$ cat src/rtl/expu_pkg.sv
// rtl/expu_pkg.sv - shared types and width helpers for the exp-sum accumulator
package expu_pkg;

    typedef enum logic {ACCUM, HOLD} acc_state_e;

    function automatic int expu_bias(input int exponent_bits);
        return (1 << (exponent_bits - 1)) - 1;
    endfunction

    function automatic int expu_acc_width(input int int_bits, input int frac_bits);
        return int_bits + frac_bits;
    endfunction

endpackage

$ cat src/rtl/expu_float2fixed.sv
// rtl/expu_float2fixed.sv - combinational {exponent, mantissa} to unsigned fixed-point conversion
module expu_float2fixed
    import expu_pkg::*;
#(
    parameter int MANTISSA_BITS = 7,
    parameter int EXPONENT_BITS = 8,
    parameter int ACC_INT_BITS  = 16,
    parameter int ACC_FRAC_BITS = 16,
    localparam int ACC_W        = expu_acc_width(ACC_INT_BITS, ACC_FRAC_BITS)
) (
    input  logic [MANTISSA_BITS-1:0] mantissa_i,
    input  logic [EXPONENT_BITS-1:0] exponent_i,
    output logic [ACC_W-1:0]         value_o,
    output logic                     ovf_o
);

    localparam int BIAS  = expu_bias(EXPONENT_BITS);
    localparam int SIG_W = MANTISSA_BITS + 1;

    logic [ACC_W-1:0] sig_ext;
    int               shift;

    assign sig_ext = ACC_W'({1'b1, mantissa_i});

    // shift places the hidden-one significand onto the accumulator's binary point
    always_comb begin
        shift   = int'(exponent_i) - BIAS + ACC_FRAC_BITS - MANTISSA_BITS;
        value_o = '0;
        ovf_o   = 1'b0;
        if (exponent_i == '0) begin
            value_o = '0;
        end else if (&exponent_i) begin
            ovf_o = 1'b1;
        end else if (shift >= 0) begin
            if (shift + SIG_W > ACC_W) begin
                ovf_o = 1'b1;
            end else begin
                value_o = sig_ext << shift;
            end
        end else if (-shift < SIG_W) begin
            value_o = sig_ext >> (-shift);
        end
    end

endmodule

$ cat src/rtl/expu_sum_accumulator.sv
// rtl/expu_sum_accumulator.sv - packet accumulator of exp results; EXPU_ACC_SATURATE_EN selects saturating sum
module expu_sum_accumulator
    import expu_pkg::*;
#(
    parameter int MANTISSA_BITS = 7,
    parameter int EXPONENT_BITS = 8,
    parameter int ACC_INT_BITS  = 16,
    parameter int ACC_FRAC_BITS = 16,
    parameter int CNT_BITS      = 16,
    localparam int ACC_W        = expu_acc_width(ACC_INT_BITS, ACC_FRAC_BITS)
) (
    input  logic                     clk_i,
    input  logic                     rst_ni,
    input  logic                     clear_i,
    input  logic                     valid_i,
    output logic                     ready_o,
    input  logic                     last_i,
    input  logic [MANTISSA_BITS-1:0] mantissa_i,
    input  logic [EXPONENT_BITS-1:0] exponent_i,
    output logic                     valid_o,
    input  logic                     ready_i,
    output logic [ACC_W-1:0]         sum_o,
    output logic [CNT_BITS-1:0]      count_o,
    output logic                     ovf_o
);

    acc_state_e          state_q, state_d;
    logic [ACC_W-1:0]    acc_q, acc_d;
    logic [CNT_BITS-1:0] count_q, count_d;
    logic                ovf_q, ovf_d;

    logic [ACC_W-1:0]    conv_value;
    logic                beat_ovf;
    logic [ACC_W:0]      sum_w;
    logic                carry;
    logic [ACC_W-1:0]    acc_next;

    expu_float2fixed #(
        .MANTISSA_BITS(MANTISSA_BITS),
        .EXPONENT_BITS(EXPONENT_BITS),
        .ACC_INT_BITS (ACC_INT_BITS),
        .ACC_FRAC_BITS(ACC_FRAC_BITS)
    ) u_float2fixed (
        .mantissa_i(mantissa_i),
        .exponent_i(exponent_i),
        .value_o   (conv_value),
        .ovf_o     (beat_ovf)
    );

    assign sum_w = {1'b0, acc_q} + {1'b0, conv_value};
    assign carry = sum_w[ACC_W];

`ifdef EXPU_ACC_SATURATE_EN
    // once saturated the sum pins at all-ones for the rest of the packet
    assign acc_next = (ovf_q || beat_ovf || carry) ? '1 : sum_w[ACC_W-1:0];
`else
    assign acc_next = beat_ovf ? acc_q : sum_w[ACC_W-1:0];
`endif

    always_comb begin
        state_d = state_q;
        acc_d   = acc_q;
        count_d = count_q;
        ovf_d   = ovf_q;
        ready_o = (state_q == ACCUM);
        valid_o = (state_q == HOLD);
        if (clear_i) begin
            acc_d   = '0;
            count_d = '0;
            ovf_d   = 1'b0;
            state_d = ACCUM;
        end else begin
            case (state_q)
                ACCUM: begin
                    if (valid_i) begin
                        acc_d   = acc_next;
                        count_d = count_q + CNT_BITS'(1);
                        ovf_d   = ovf_q | beat_ovf | carry;
                        if (last_i) begin
                            state_d = HOLD;
                        end
                    end
                end
                HOLD: begin
                    if (ready_i) begin
                        acc_d   = '0;
                        count_d = '0;
                        ovf_d   = 1'b0;
                        state_d = ACCUM;
                    end
                end
                default: state_d = ACCUM;
            endcase
        end
    end

    always_ff @(posedge clk_i or negedge rst_ni) begin
        if (!rst_ni) begin
            state_q <= ACCUM;
            acc_q   <= '0;
            count_q <= '0;
            ovf_q   <= 1'b0;
        end else begin
            state_q <= state_d;
            acc_q   <= acc_d;
            count_q <= count_d;
            ovf_q   <= ovf_d;
        end
    end

    assign sum_o   = acc_q;
    assign count_o = count_q;
    assign ovf_o   = ovf_q;

endmodule

$ cat config.mk
export PLATFORM = sky130hd
export DESIGN_NAME = expu_sum_accumulator
export DESIGN_NICKNAME = d
export VERILOG_FILES = /design/src/rtl/expu_pkg.sv /design/src/rtl/expu_float2fixed.sv /design/src/rtl/expu_sum_accumulator.sv
export SDC_FILE = /design/constraint.sdc
export NUM_CORES = 1
export LEC_CHECK = 0
export BUFFER_PORTS_ARGS = -buffer_cell sky130_fd_sc_hd__buf_2
export CORE_MARGIN = 2
export CORE_UTILIZATION = 30
export CTS_CLUSTER_DIAMETER = 80
export DETAILED_ROUTE_END_ITERATION = 8
export SLEW_MARGIN = 0
export SYNTH_ARGS = -nofsm -noshare
export SYNTH_HDL_FRONTEND = slang
export SYNTH_SLANG_ARGS = --single-unit
$ cat constraint.sdc
create_clock -name clk_i -period 3.1 [get_ports clk_i]
set_clock_uncertainty 0.2 [all_clocks]
set_input_delay 0 -clock clk_i [delete_from_list [all_inputs] [get_ports clk_i]]
set_output_delay 0 -clock clk_i [all_outputs]
set_load 0.1 [all_outputs]
==> summary.txt <==
Critical path
  • Crit path DAT: 6.44 ns
  • CP max-delay cell: or3_4
  • Critical path's largest stage delay: 0.40 ns
  • Crit path buffers/inverters: 6
  • CP most frequent cell: or3_4
  • Type of origin of the critical path: input port
  • CP top delay family: simple AND/OR/NAND/NOR gates
  • Worst Path Max Fanout: 5
  • CP required: 3.09 ns
  • Kind of critical path: in2reg
  • Nature of the critical path endpoint: flip-flop

Global routing
  • Largest net degree at the start of global routing: 40
  • Initial antenna violation count: 0
  • GRT Resource Usage Total: 0.210
  • Total gr overflow: 0
  • Vias in the first global route: 7,441
  • First-pass GRT wire length: 37,700 um

STA
  • FMAX: 155 MHz
  • Rel. slew slack: 0.400
  • Final worst setup slack: -3.35 ns
  • Worst hold slack: 0.0935 ns
  • Worst Tran Pin Value: 0.901 ns
  • Fin. Hold Viols: 0
  • Minimum clock period: 6.45 ns
  • Setup violators final: 33
  • Slew Limit Fails: 0
  • Tcrit/Tclk final: 2.08
  • Unrepaired setup endpoints after global routing: yes

Floorplan
  • Core Footprint: 0.0203 mm2
  • Top-level I/O count: 72
  • Starting Density: 0.307
  • Die height: 148 um
  • Die W: 148 um
  • Die area: 0.0219 mm2
  • Row count: 52

Synth
  • Synth Area in Compound Gates: 0.305
  • Syn_nets: 898
  • Synthesized area: 0.00623 mm2
  • Sequential fraction of the synthesis area: 0.201
  • Post-Synth XOR/XNOR Area: 0.0739
  • EDFF count, synth: 0
  • Gate Count Post-Synth: 830
  • Avg Inst Size Synth: 7.51 um2
  • Main area contributors after synthesis: dfrtp_1 (20%), ha_1 (9.2%), o21ai_0 (4.9%)
  • Post-Synth Adder-Cell Area: 0.0956
  • Post-synthesis register bit count: 50
  • Synthesized-area fraction occupied by and/or/nand/nor cells: 0.251
  • Post-synth top cells: nand2_1 (81), nor2_1 (71), o21ai_0 (61)
  • Largest family of logic cells by synthesized area: compound AO/OA/AOI/OAI gates
  • Yosys top cell by area: dfrtp_1
  • Post-synthesis mux area share: 0.0185
  • Cell with the most instances after synthesis: nand2_1
  • Main flop type after synthesis: dfrtp_1
  • Share of the synthesized area in the top cell type: 0.201
  • Synthesis Warnings: 0
  • Synth cell types: 80
  • Post-synth ARST share: 1.00

Power
  • Peak supply drop: 0.188 mV
  • Pwr Density: 225 mW/mm2
  • Leakage power: 4.62 nW

Routing
  • Via-to-Cell Ratio: 5.36
  • Routed Antenna Nets: 0
  • Via Count: 7,734
  • Final WL: 23,700 um
  • Pre-Repair DR Iteration Count: 5
  • # DRC: 0
  • Drt initial violations: 479
  • Routed len/inst: 16.4 um

Placed design
  • Port bufs: 71
  • Final Wtd Congestion: 0.968
  • Dpl ws: -3.83 ns
  • DP HPWL: 18,500 um

Outcome
  • Failing checks: setup timing
  • Status: finished with violations

Cells and area
  • Area grow syn2layout: 57.6%
  • Share of cells above drive strength 1: 0.424
  • Antenna cells: 0
  • Layout net count: 1,241
  • # fillers: 1,984

CTS
  • CTS tree: yes
  • H-tree levels: 2
  • Max Buffers Root-to-Sink: 2
  • CTS Sinks: 50
  • CTS buffer count: 5
  • Root Buffer: clkbuf_16
  • Clk_lat worst skew: 0.30 ns
  • Clock transition at the registers of the reported paths: 0.07 ns

Worst hold path
  • Min-Delay Path Class: in2reg

Job
  • Max Cap Viol: 0
[where the power goes]
part / total [mW] / switching, mW / internal (mW)
Sequential: 0.672 / 0.0110 / 0.661
Combinational: 0.953 / 0.551 / 0.401
Clock: 0.587 / 0.279 / 0.308
Total: 2.21 / 0.842 / 1.37
[worst register-to-register path: cells and delay by family, from the launching register on]
kind	cells	cell delay, ns
flops	1	0.41
xor+xnor	1	0.15
fa+ha+maj	2	0.64
compound gates	10	1.94
[metal layers]
layer  share of wire  wire, um  global-route usage
met5               0         0                   0
met3           0.045      1070              0.0218
met4           0.023       552              0.0500
met1            0.45     10600               0.279
met2            0.49     11500               0.365
[layout by cell type, fill, tap and decap left out, types with 17 or more instances in the layout]
| cell type | n |
|---|---|
| nor2_1 | 66 |
| o21ai_0 | 51 |
| inv_1 | 24 |
| nand3_1 | 24 |
| nor3_1 | 32 |
| buf_4 | 297 |
| dfrtp_1 | 50 |
| o31ai_1 | 21 |
| ha_1 | 36 |
| xnor2_1 | 17 |
| xor2_1 | 26 |
| a21o_1 | 18 |
| a21oi_1 | 42 |
| buf_2 | 68 |
| nand2_1 | 76 |
[sequential cells by signal, indices dropped and copies added (netlist names)]
register / flops
count_o: 16
ovf_o: 1
sum_o: 32
valid_o: 1
[area by class of cell]
class                           count  area (um2)  share of cell area
Clock inverter                      3        26.3             0.00268
Multi-Input combinational cell    704        5160               0.525
Tap cell                          270         338              0.0344
Timing Repair Buffer              384        2810               0.286
Inverter                           28         115              0.0117
Clock buffer                        5         125              0.0127
Sequential cell                    50        1250               0.127
[logic make-up (layout without fill, tap and decap cells)]
group	after synthesis	count (layout)
AND/OR/NAND/NOR	318	318
buffers and inverters	76	420
adder cells (fa/ha/maj)	47	47
multiplexers	11	11
AO/OA/AOI/OAI	278	278
flip-flops	50	50
XOR/XNOR	50	50
[path summary, 6_finish.rpt]
check	from	endpoint	slack (ns)	cells past startpoint
hold / removal	ready_i	count_o[1]	0.09	5
setup / recovery	exponent_i[1]	sum_o[31]	-3.35	34
hold reg to reg	sum_o[31]	sum_o[31]	0.33	1
max in group asynchronous	rst_ni	sum_o[23]	1.82	3
setup reg to reg	sum_o[0]	sum_o[30]	-0.33	13
min in group asynchronous	rst_ni	sum_o[16]	0.16	2
[timing repair]
action,in CTS,in global routing
pin swaps,22,43
hold buffers,3,0
setup endpoints to repair,33,33
buffers inserted,8,16
cloned,0,1
resized for setup,38,61
endpoints found under the hold margin,41,0
[through the flow]
stage          std cells  TNS [ns]  utilization  total power, mW  instance area [um2]
6_report            1444    -88.17        0.484             2.21                 9820
2_1_floorplan        830    -99.62            -             1.18                 6430
3_5_place_dp        1413   -104.93        0.445             1.57                 9020
4_1_cts             1431    -84.43        0.464             2.18                 9430
5_1_grt             1444    -96.23        0.484             2.33                 9820
3_3_place_gp        1413   -100.82        0.445             1.56                 9020
No activity file was read; power rests on OpenSTA's default activity.
